$ cat config.mk
export PLATFORM = sky130hd
export DESIGN_NAME = oam_dma_flat
export DESIGN_NICKNAME = d
export VERILOG_FILES = /design/src/rtl/oam_dma_if.sv /design/src/rtl/oam_dma.sv /design/src/flat_wrapper.sv
export SDC_FILE = /design/constraint.sdc
export NUM_CORES = 1
export LEC_CHECK = 0
export ABC_AREA = 1
export CORE_ASPECT_RATIO = 0.6
export CORE_MARGIN = 3
export CORE_UTILIZATION = 45
export CTS_BUF_LIST = sky130_fd_sc_hd__clkbuf_4 sky130_fd_sc_hd__clkbuf_8 sky130_fd_sc_hd__clkbuf_16
export CTS_CLUSTER_SIZE = 28
export DETAILED_ROUTE_END_ITERATION = 10
export DONT_BUFFER_PORTS = 1
export GPL_ROUTABILITY_DRIVEN = 0
export GPL_TIMING_DRIVEN = 1
export PLACE_DENSITY = 0.69
export SETUP_SLACK_MARGIN = 0.05
export SYNTH_ARGS = -nofsm -noshare
export SYNTH_HDL_FRONTEND = slang
export SYNTH_SLANG_ARGS = --single-unit
$ cat constraint.sdc
create_clock -name clk -period 3.05 [get_ports clk]
set_input_delay 0.305 -clock clk [delete_from_list [all_inputs] [get_ports clk]]
set_output_delay 0.305 -clock clk [all_outputs]
set_load 0.05 [all_outputs]
$ cat src/rtl/oam_dma_if.sv
`default_nettype none
// ============================================================================
// Module      : oam_dma_if
// Description : CPU register port, DMA source read port and OAM write port of
//               the OAM DMA controller, bundled for connection to the core.
// Revision    : 1.0 - initial release
// ============================================================================
interface oam_dma_if;
    logic        cpu_sel;
    logic        cpu_wr;
    logic [7:0]  cpu_di;
    logic [7:0]  cpu_do;
    logic        dma_rd;
    logic [15:0] dma_addr;
    logic [7:0]  dma_data;
    logic        oam_wr;
    logic [7:0]  oam_addr;
    logic [7:0]  oam_data;
    logic        dma_active;
    logic        cpu_block;

    // The DMA controller side
    modport master (
        input  cpu_sel, cpu_wr, cpu_di, dma_data,
        output cpu_do, dma_rd, dma_addr, oam_wr, oam_addr, oam_data,
               dma_active, cpu_block
    );

    // The surrounding core (CPU, memories, OAM)
    modport slave (
        output cpu_sel, cpu_wr, cpu_di, dma_data,
        input  cpu_do, dma_rd, dma_addr, oam_wr, oam_addr, oam_data,
               dma_active, cpu_block
    );
endinterface
`default_nettype wire

$ cat src/rtl/oam_dma.sv
`default_nettype none
// ============================================================================
// Module      : oam_dma
// Description : Game Boy OAM DMA. A write to $FF46 copies 160 bytes from a
//               256-byte-aligned source page into OAM, one byte every CPB
//               clocks, after a CPB-clock startup delay.
// Revision    : 1.0 - initial release
// ============================================================================
module oam_dma #(
    parameter int CPB = 4
) (
    input  wire logic   clk,
    input  wire logic   reset,
    oam_dma_if.master   bus
);
    localparam logic [3:0] PH_LAST  = 4'(CPB - 1);
    localparam logic [3:0] PH_PRE   = 4'(CPB - 2);
    localparam logic [7:0] IDX_LAST = 8'd159;

    typedef enum logic [1:0] {
        IDLE  = 2'd0,
        START = 2'd1,
        XFER  = 2'd2
    } state_t;

    state_t      state;
    logic [7:0]  src_reg;
    logic [7:0]  page_pending;
    logic [7:0]  page_latched;
    logic [7:0]  idx;
    logic [7:0]  oam_idx;
    logic [3:0]  phase;
    logic [3:0]  pend_cnt;     // startup / restart delay counter
    logic        pend;         // a new transfer start is waiting for its delay
    logic        wr_d;
    logic        oam_wr_q;

    logic        wr_lvl;
    logic        trigger;
    logic        pend_done;
    logic [7:0]  new_page;

    assign wr_lvl    = bus.cpu_sel && bus.cpu_wr;
    assign trigger   = wr_lvl && !wr_d;
    assign pend_done = pend && (pend_cnt == PH_LAST);
    // Echo RAM and $FE/$FF pages fold back onto work RAM $C0-$DF
    assign new_page  = (bus.cpu_di < 8'hE0) ? bus.cpu_di : (bus.cpu_di - 8'h20);

    assign bus.cpu_do     = src_reg;
    assign bus.dma_rd     = (state == XFER);
    assign bus.cpu_block  = (state == XFER);
    assign bus.dma_active = (state != IDLE);
    assign bus.dma_addr   = {page_latched, idx};
    assign bus.oam_wr     = oam_wr_q;
    assign bus.oam_addr   = oam_idx;
    // Source data arrives one clock after the address; pass it only on the strobe
    assign bus.oam_data   = oam_wr_q ? bus.dma_data : 8'h00;

    // Register decode, start/restart delay and byte-slot sequencing
    always_ff @(posedge clk) begin
        if (reset) begin
            state        <= IDLE;
            src_reg      <= 8'h00;
            page_pending <= 8'h00;
            page_latched <= 8'h00;
            idx          <= 8'h00;
            oam_idx      <= 8'h00;
            phase        <= 4'd0;
            pend_cnt     <= 4'd0;
            pend         <= 1'b0;
            wr_d         <= 1'b0;
            oam_wr_q     <= 1'b0;
        end else begin
            wr_d     <= wr_lvl;
            oam_wr_q <= 1'b0;
            if (wr_lvl) begin
                src_reg <= bus.cpu_di;
            end

            // A fresh trigger (re)starts the delay with the new page
            if (trigger) begin
                pend         <= 1'b1;
                pend_cnt     <= 4'd0;
                page_pending <= new_page;
            end else if (pend) begin
                pend_cnt <= pend_cnt + 4'd1;
            end

            case (state)
                IDLE: begin
                    if (trigger) begin
                        state <= START;
                    end
                end
                START: begin
                    if (!trigger && pend_done) begin
                        state        <= XFER;
                        pend         <= 1'b0;
                        idx          <= 8'h00;
                        phase        <= 4'd0;
                        page_latched <= page_pending;
                    end
                end
                XFER: begin
                    if (!trigger && pend_done) begin
                        // Restart delay expired: abandon the old copy
                        pend         <= 1'b0;
                        idx          <= 8'h00;
                        phase        <= 4'd0;
                        page_latched <= page_pending;
                    end else if (phase == PH_LAST) begin
                        phase <= 4'd0;
                        if (idx == IDX_LAST) begin
                            // Finish any restart delay still running in START
                            state <= (pend || trigger) ? START : IDLE;
                        end else begin
                            idx <= idx + 8'd1;
                        end
                    end else begin
                        phase <= phase + 4'd1;
                        if (phase == PH_PRE) begin
                            oam_wr_q <= 1'b1;
                            oam_idx  <= idx;
                        end
                    end
                end
                default: begin
                    state <= IDLE;
                end
            endcase
        end
    end
endmodule
`default_nettype wire
$ cat src/flat_wrapper.sv
// flat-port wrapper written by rule: the top's interface ports become plain ports
module oam_dma_flat 
#(
    parameter int CPB = 4
)
  (clk, reset, bus_cpu_sel, bus_cpu_wr, bus_cpu_di, bus_dma_data, bus_cpu_do, bus_dma_rd, bus_dma_addr, bus_oam_wr, bus_oam_addr, bus_oam_data, bus_dma_active, bus_cpu_block);
  oam_dma_if bus_i ();
  input  wire logic clk;
  input  wire logic reset;
  input wire logic [$bits(bus_i.cpu_sel)-1:0] bus_cpu_sel;
  input wire logic [$bits(bus_i.cpu_wr)-1:0] bus_cpu_wr;
  input wire logic [$bits(bus_i.cpu_di)-1:0] bus_cpu_di;
  input wire logic [$bits(bus_i.dma_data)-1:0] bus_dma_data;
  output wire logic [$bits(bus_i.cpu_do)-1:0] bus_cpu_do;
  output wire logic [$bits(bus_i.dma_rd)-1:0] bus_dma_rd;
  output wire logic [$bits(bus_i.dma_addr)-1:0] bus_dma_addr;
  output wire logic [$bits(bus_i.oam_wr)-1:0] bus_oam_wr;
  output wire logic [$bits(bus_i.oam_addr)-1:0] bus_oam_addr;
  output wire logic [$bits(bus_i.oam_data)-1:0] bus_oam_data;
  output wire logic [$bits(bus_i.dma_active)-1:0] bus_dma_active;
  output wire logic [$bits(bus_i.cpu_block)-1:0] bus_cpu_block;
  assign bus_i.cpu_sel = bus_cpu_sel;
  assign bus_i.cpu_wr = bus_cpu_wr;
  assign bus_i.cpu_di = bus_cpu_di;
  assign bus_i.dma_data = bus_dma_data;
  assign bus_cpu_do = bus_i.cpu_do;
  assign bus_dma_rd = bus_i.dma_rd;
  assign bus_dma_addr = bus_i.dma_addr;
  assign bus_oam_wr = bus_i.oam_wr;
  assign bus_oam_addr = bus_i.oam_addr;
  assign bus_oam_data = bus_i.oam_data;
  assign bus_dma_active = bus_i.dma_active;
  assign bus_cpu_block = bus_i.cpu_block;
  oam_dma #(.CPB(CPB)) u_core (.clk(clk), .reset(reset), .bus(bus_i));
endmodule
Word level (Yosys, flattened, before mapping)
Cells that the tools add are included.
W data, S select, Z words.
{ "word_totals": {"register_bits": 53, "latchBits": 0, "ram_bits": 0, "mem_bits_ro": 0, "input_bits": 20, "out_inout_bits": 44, "elab_cells": 72, "mem_count": 0} }
{ "op_classes": {"n_addsub": 4, "mul": 0, "div_mod_pow": 0, "magnitude_cmp": 1, "n_eq_ne": 13, "n_shift": 0, "n_mux": 22, "bitwise_logic": 3, "reduce_logical": 18} }
{ "ops": {"columns": ["op", "n"], "rows": [
  ["$mux W8", 6],
  ["$pmux W8 S2", 1],
  ["$eq A4 B2 Y1 const B", 3],
  ["$mux W4", 3],
  ["$mux W2", 5],
  ["$add A4 B1 Y4 const B", 2],
  ["$add A8 B1 Y8 const B", 1],
  ["$eq A8 B8 Y1 const B", 1],
  ["$lt A8 B8 Y1 const B", 1],
  ["$ne A2 B1 Y1 const B", 4],
  ["$pmux W4 S2", 1],
  ["$reduce_and A4 Y1", 2],
  ["$sub A8 B6 Y8 const B", 1],
  ["$pmux W2 S3", 1],
  ["$mux W1", 5],
  ["$reduce_and A5 Y1", 1],
  ["$logic_and A1 B1 Y1", 4],
  ["$reduce_and A2 Y1", 2],
  ["$reduce_bool A2 Y1", 2],
  ["$reduce_or A2 Y1", 2],
  ["$reduce_or A4 Y1", 1],
  ["$ne A3 B1 Y1 const B", 1],
  ["$ne A3 B2 Y1 const B", 1],
  ["$not A1 Y1", 3],
  ["other kinds (6)", 7]
]} }

Depth between registers and ports, before layout
Gate-level depths: netlist of run 1.
{ "logic_depth": {"ltp_word": 8, "ltp_mapped": 11, "mapped_depth_nobuf": 11} }

Least setup slack after synthesis of run 1
OpenSTA, ideal clock, no wires.
{ "synth_timing": {"path_type": "reg2reg", "start": "register u_core.idx[0]", "end": "register u_core.idx[3]", "setup_ns": 0.113, "t_arrival_ns": 1.806, "t_required_ns": 2.937, "path_slack_ns": 1.130, "stages_incl_launch_ff": 11, "path_buffers": 0, "synth_period_minus_slack_ns": 1.920, "cell_sequence": "dfxtp_1 > ha_1 > nand2_1 > inv_1 > nand2_1 > nor2_1 > nand3_2 > nand3_4 > nor2_1 > nor2_1 > nor2_1"} }
{ "synth_between": {"elab_chain_cells": 5, "elab_cells_between_ends": 8, "classes_between": "add/sub: 1; eq/ne: 2; mux: 4; reduce/logical: 1"} }
{ "synth_lines": {"columns": ["item", "line_no", "rtl"], "rows": [
  ["start: declaration", "oam_dma.sv:30", "logic [7:0] idx;"],
  ["start signal: assignment", "oam_dma.sv:117", "idx <= idx + 8'd1;"],
  ["$add A8 B1 Y8", "oam_dma.sv:117", null],
  ["$mux W8", "oam_dma.sv:113", "if (idx == IDX_LAST) begin"],
  ["$mux W8", "oam_dma.sv:111", "end else if (phase == PH_LAST) begin"],
  ["$mux W8", "oam_dma.sv:105", "if (!trigger && pend_done) begin"],
  ["$pmux W8 S2", "oam_dma.sv:89", "case (state)"]
]} }
Several ways; a longest one is shown, not always the timed one. The select of a mux whose other input is x is not followed.
A chain may end at the register's enable or synchronous reset.

Worst setup path in the final report of run 1
{ "layout_timing": {"start": "register u_core.idx[2]", "end": "register u_core.idx[5]"} }
The elaborated chain is that of the path after synthesis.

==> flow_metrics.py, run 1 <==
metrics = {
    "run_status": {
        "status": "completed",
    },
    "cts": {
        "cts-resized-gates": 0,
        "cts_made_buffers": 5,
        "clk_path_buf_depth": 2,
        "worstSkewPairLatency_ns": 0.31,
        "cts_setup_buffers": 0,
        "cts.sinks": 53,
        "cts_tree": "done",
        "cts-root-buf": "clkbuf_8",
        "hold_buffers": 0,
        "clk_pin_slew_ns": 0.11,
        "htree_levels": 2,
    },
    "timing": {
        "worst_clock_skew_ns": 0.0135,
        "relSlewSlack": 0.482,
        "period_minus_slack_ns": 1.93,
        "hold_viol_final": 0,
        "setup_tns_ns": 0,
        "rsz0062_at_grt": "no",
        "period_share": 0.634,
        "setup_viol": 0,
        "tightestPinTransition_ns": 0.777,
        "report.final.slew_viol_count": 0,
        "fin_ws_ns": 1.12,
        "fmax_mhz": 517,
    },
    "grt": {
        "grt_usage": 0.167,
        "grt_pass1_wl_mm": 8.71,
        "grt_remaining_overflow": 0,
        "grt_max_degree": 28,
        "antenna_found_initial": 0,
        "grt_pass1_vias": 1822,
    },
    "die": {
        "die_h_um": 63.5,
        "dieArea_sq_um": 6460,
        "placementRows": 20,
        "die_x_um": 102,
        "ios": 64,
        "core_area_sq_um": 5180,
        "initial_utilization": 0.479,
    },
    "yosys": {
        "postSynthAreaPerCell_sq_um": 7.04,
        "yosys.cell_types.count": 26,
        "syn_area_sq_um": 2480,
        "synth-seq-area-share": 0.428,
        "synth_top_family_by_area": "simple AND/OR/NAND/NOR gates",
        "muxShareOfSynthArea": 0,
        "syn_nets": 382,
        "synth_fa_ha_area_frac": 0.0505,
        "ys_warn_count": 0,
        "synthCells": 352,
        "synth_xor_xnor_area_share": 0,
        "ys_seq_elements": 53,
        "synth_compound_area_frac": 0.116,
        "synth-simple-area-share": 0.306,
    },
    "drt": {
        "wl_mm": 5.27,
        "num_vias": 2096,
        "drt_iter0_markers": 114,
        "drc": 0,
        "routedWlPerCell_um": 12.6,
        "via_per_inst": 4.99,
        "ant_nets": 0,
        "drt-pass1-iter-count": 4,
    },
    "layout": {
        "mostFrequentLayoutCells": "nand2_1, dfxtp_1, nor2_1",
        "final_common_cell": "nand2_1",
        "drive_above_1_share": 0.0650,
        "syn2layout_area_growth_pct": 6.36,
        "fin_util": 0.509,
        "nets": 383,
        "antennaDiodeCount": 0,
        "fin_area_sq_um": 2640,
    },
    "setup_path": {
        "endpoint": "u_core.idx[5]$_SDFFE_PP0P_",
        "worst_setup_path_start_kind": "register",
        "cp-end-kind": "register",
        "critical_path_class": "register to register",
        "required_ns": 3.26,
        "crit_arrival_ns": 2.15,
        "cp-startpoint": "u_core.idx[2]$_SDFFE_PP0P_",
        "r2r_cells": 9,
        "r2r-start": "u_core.idx[2]$_SDFFE_PP0P_",
        "r2r_slack_ns": 1.12,
        "path_max_fanout": 10,
        "r2r-end": "u_core.idx[5]$_SDFFE_PP0P_",
    },
    "place": {
        "place_ws_ns": 1.12,
        "portBuffers": 0,
        "dpl.hpwl_mm": 4.02,
        "placed_area_sq_um": 2530,
    },
    "run": {
        "maxCapViolations": 0,
    },
    "hold_path": {
        "hold_path.class": "input port to register",
        "hold-path-cell-count": 1,
        "worstHoldStart": "reset",
    },
    "power": {
        "power_per_cell_area_nw_per_um2": 671,
        "peakVddDrop_uv": 341,
        "p_leak_nw": 1.14,
    },
}
[layout make-up]
cell class,instances,area [sq um]
clock inverter,3,33.8
inverter,50,189
sequential,53,1060
multi-input combinational,239,1170
tap,66,82.6
clock buffer,5,68.8
timing repair buffer,4,30.0
fill,516,2540
[sequential cells by signal (all words and copies together) (netlist names), 2 cells and up]
name,count
u_core.idx,8
u_core.pend_cnt,4
u_core.bus.oam_addr,8
u_core.phase,4
u_core.page_latched,8
u_core.state,2
u_core.page_pending,8
u_core.bus.cpu_do,8
[worst min path at each step]
stage | to | slack [ns]
4_1_cts | u_core.page_latched[3]$_SDFFE_PP0P_ | 0.04
6_report | u_core.page_latched[3]$_SDFFE_PP0P_ | 0.04
3_5_place_dp | u_core.page_latched[2]$_SDFFE_PP0P_ | 0.38
3_3_place_gp | u_core.page_pending[0]$_SDFFE_PP0P_ | 0.38
2_1_floorplan | u_core.page_pending[0]$_SDFFE_PP0P_ | 0.45
5_1_grt | u_core.page_pending[4]$_SDFFE_PP0P_ | 0.02
[synth_stat cells]
| library cell | n | share of area |
|---|---|---|
| buf_2 | 1 | 0.0020 |
| nor3b_1 | 1 | 0.0030 |
| nor2_1 | 51 | 0.077 |
| clkinv_1 | 1 | 0.0015 |
| nand3_4 | 2 | 0.014 |
| clkinv_2 | 1 | 0.0020 |
| and3_1 | 2 | 0.0050 |
| o21ai_0 | 23 | 0.046 |
| a22oi_1 | 1 | 0.0030 |
| or2_2 | 1 | 0.0025 |
| buf_4 | 3 | 0.0091 |
| inv_1 | 46 | 0.070 |
| clkbuf_1 | 5 | 0.0076 |
| ha_1 | 10 | 0.050 |
| nand3_2 | 3 | 0.012 |
| inv_2 | 2 | 0.0030 |
| or2_0 | 1 | 0.0025 |
| nand3b_1 | 1 | 0.0030 |
| buf_6 | 1 | 0.0045 |
| nand2_2 | 2 | 0.0050 |
| nand2_1 | 77 | 0.12 |
| nor3_1 | 4 | 0.0081 |
| nand3_1 | 23 | 0.046 |
| a21oi_1 | 33 | 0.067 |
| nand4_1 | 4 | 0.010 |
| dfxtp_1 | 53 | 0.43 |
[worst max-delay path, cell delays in order, from the launching register on]
cell and delay (ns):
dfxtp_1 0.77, nand2_1 0.10, inv_1 0.13, nand2_1 0.10, nor2_1 0.20, nand3_2 0.18, nand3_4 0.16, nor2_1 0.06
nor2_1 0.10, nor2_1 0.05
[cells by family (layout without fill, tap and decap cells)]
kind of cell	count (synthesis)	after routing
and+or+nand+nor	172	172
buffers and inverters	60	62
AOI/OAI and AO/OA	57	57
DFF	53	53
adders and majority gates	10	10
[report_power, final]
group          switching, W  internal (W)  leakage (nW)
registers         0.0000998      0.000739         0.431
clock network      0.000253      0.000172        0.0511
logic              0.000366      0.000140         0.662
[through the flow]
stage / total power (W) / instances / hold slack, ns
3_5_place_dp: 0.00136 / 412 / 0.378
4_1_cts: 0.00178 / 420 / 0.0352
3_3_place_gp: 0.00135 / 412 / 0.378
5_1_grt: 0.00188 / 420 / 0.0176
2_1_floorplan: 0.00126 / 352 / 0.445
6_report: 0.00177 / 420 / 0.0425
[metal layers]
metal,up-vias,share of wire,global-route usage
met3,5,0.057,0.0575
met4,0,0.0072,0.0344
li1,1114,-,-
met2,36,0.41,0.233
met1,941,0.52,0.246
met5,-,0,0
No activity file was read; power rests on OpenSTA's default activity.
==> run 2: changes to the inputs <==
==> constraint.sdc (replaced) <==
create_clock -name clk -period 2 [get_ports clk]
set_input_delay 0.2 -clock clk [delete_from_list [all_inputs] [get_ports clk]]
set_output_delay 0.2 -clock clk [all_outputs]
set_load 0.05 [all_outputs]
==> run 2 against run 1 <==
Sequential share of layout area down 1.5 points. Fmax rose by 9.6%. First-iteration DRC count is 48% higher. Critical path type unchanged. Largest cell class unchanged.
==> flow_metrics.py, run 2 (same netlist as run 1, synthesis figures left out) <==
metrics = {
    "setup_path": {
        "path_max_fanout": 12,
        "required_ns": 2.17,
        "r2r-start": "u_core.state[1]$_SDFFE_PP0P_",
        "crit_arrival_ns": 1.94,
        "r2r_slack_ns": 0.23,
        "r2r-end": "u_core.idx[6]$_SDFFE_PP0P_",
        "critical_path_class": "register to register",
        "r2r_cells": 9,
        "cp-end-kind": "register",
        "worst_setup_path_start_kind": "register",
    },
    "drt": {
        "ant_nets": 0,
        "routedWlPerCell_um": 12.7,
        "drt_iter0_markers": 169,
        "drt-pass1-iter-count": 5,
        "wl_mm": 5.54,
        "num_vias": 2146,
        "via_per_inst": 4.93,
        "drc": 0,
    },
    "place": {
        "placed_area_sq_um": 2640,
        "place_ws_ns": 0.306,
        "dpl.hpwl_mm": 4.20,
        "portBuffers": 0,
    },
    "power": {
        "p_clk_frac": 0.217,
        "sw_frac_of_total": 0.391,
        "power_per_cell_area_nw_per_um2": 994,
        "pwr-share-comb": 0.331,
        "p_int_w": 0.00166,
        "p_leak_nw": 1.22,
        "pwr-share-seq": 0.452,
        "p_switching_w": 0.00106,
        "peakVddDrop_uv": 436,
    },
    "cts": {
        "cts_tree": "done",
        "htree_levels": 2,
        "cts_made_buffers": 5,
        "cts.sinks": 53,
        "clk_path_buf_depth": 2,
        "cts-root-buf": "clkbuf_8",
        "cts_setup_buffers": 0,
        "cts-resized-gates": 0,
        "worstSkewPairLatency_ns": 0.30,
        "clk_pin_slew_ns": 0.09,
    },
    "die": {
        "core_area_sq_um": 5180,
        "die_h_um": 63.5,
        "ios": 64,
        "dieArea_sq_um": 6460,
        "placementRows": 20,
        "initial_utilization": 0.479,
        "die_x_um": 102,
    },
    "timing": {
        "setup_viol": 0,
        "report.final.slew_viol_count": 0,
        "fmax_mhz": 566,
        "relSlewSlack": 0.535,
        "period_minus_slack_ns": 1.77,
        "rsz0062_at_grt": "no",
        "setup_tns_ns": 0,
        "tightestPinTransition_ns": 0.695,
        "hold_viol_final": 0,
        "period_share": 0.883,
        "fin_ws_ns": 0.234,
        "worst_clock_skew_ns": 0.00771,
    },
    "grt": {
        "grt_max_degree": 19,
        "grt_pass1_vias": 2010,
        "antenna_found_initial": 0,
        "grt_usage": 0.182,
        "grt_remaining_overflow": 0,
        "grt_pass1_wl_mm": 9.56,
    },
    "hold_path": {
        "whs_endpoint": "u_core.page_pending[3]$_SDFFE_PP0P_",
        "hold_path.class": "input port to register",
        "hold-path-cell-count": 2,
        "worstHoldStart": "bus_cpu_di[3]",
    },
    "layout": {
        "mostFrequentLayoutCells": "nand2_1, dfxtp_1, nor2_1",
        "fin_area_sq_um": 2740,
        "syn2layout_area_growth_pct": 10.3,
        "nets": 398,
        "final_common_cell": "nand2_1",
        "drive_above_1_share": 0.100,
        "fill_cells": 505,
        "antennaDiodeCount": 0,
    },
    "run_status": {
        "status": "completed",
    },
    "run": {
        "maxCapViolations": 0,
    },
}
==> run 2: cell types whose count changed in the layout (fill, tap and decap cells not counted), sizes merged <==
cell and delta:
dlygate4sd3 +1, clkbuf +1, clkinv -1, buf +14
==> run 2: area by class of cell <==
type | instances | area [sq um] | share of cell area
multi-input cells | 239 | 1170 | 0.428
flip-flops and latches | 53 | 1060 | 0.388
inverters | 50 | 189 | 0.0691
repair buffers | 19 | 145 | 0.0531
well taps | 66 | 82.6 | 0.0302
clock buffers | 6 | 76.3 | 0.0279
clock inverters | 2 | 10.0 | 0.00366
==> run 2: critical path: stages, from the launching register on <==
cell     delay [ns]
dfxtp_1        0.40
inv_1          0.10
ha_1           0.24
or2_0          0.25
nand2_2        0.22
nand2_1        0.11
nor2_1         0.15
nand2_1        0.07
nand2_1        0.06
nor2_1         0.03
==> run 2: per-layer routing <==
| metal | vias up | part of all wire | GRT usage |
|---|---|---|---|
| met4 | 0 | 0.0032 | 0.0442 |
| met2 | 45 | 0.41 | 0.253 |
| li1 | 1145 | - | - |
| met3 | 2 | 0.061 | 0.0476 |
| met1 | 954 | 0.52 | 0.275 |
| met5 | - | 0 | 0 |
==> run 2: worst max path at each step <==
stage,from,to,slack (ns),depth (start not counted)
detailed placement,u_core.state[1]$_SDFFE_PP0P_,u_core.idx[1]$_SDFFE_PP0P_,0.31,9
CTS,u_core.state[1]$_SDFFE_PP0P_,u_core.idx[6]$_SDFFE_PP0P_,0.25,9
floorplan,u_core.idx[0]$_SDFFE_PP0P_,u_core.idx[3]$_SDFFE_PP0P_,0.08,10
global route,u_core.state[1]$_SDFFE_PP0P_,u_core.idx[6]$_SDFFE_PP0P_,0.07,9
global placement,u_core.state[1]$_SDFFE_PP0P_,u_core.idx[1]$_SDFFE_PP0P_,0.41,9
finish,u_core.state[1]$_SDFFE_PP0P_,u_core.idx[6]$_SDFFE_PP0P_,0.23,9
==> run 2: repair_timing <==
item | in CTS | in global routing
endpoints found under the hold margin | 18 | 0
hold buffers | 1 | 0
endpoints found under the setup margin | 0 | 0
==> run 2: power groups by stage <==
stage / registers (W) / logic (W) / clock network (W)
2_1_floorplan: 0.00134 / 0.000581 / 0
3_3_place_gp: 0.00125 / 0.000880 / 0
3_5_place_dp: 0.00125 / 0.000890 / 0
4_1_cts: 0.00123 / 0.000900 / 0.000607
5_1_grt: 0.00124 / 0.00101 / 0.000658
6_report: 0.00123 / 0.000900 / 0.000589
==> run 2: per-stage QoR <==
stage / hold slack (ns) / cells / total power, W / utilization
global route: 0.0148 / 435 / 0.00290 / 0.528
CTS: 0.0236 / 435 / 0.00273 / 0.528
finish: 0.0293 / 435 / 0.00272 / 0.528
floorplan: 0.344 / 352 / 0.00192 / -
global placement: 0.273 / 426 / 0.00213 / 0.509
detailed placement: 0.273 / 426 / 0.00214 / 0.509
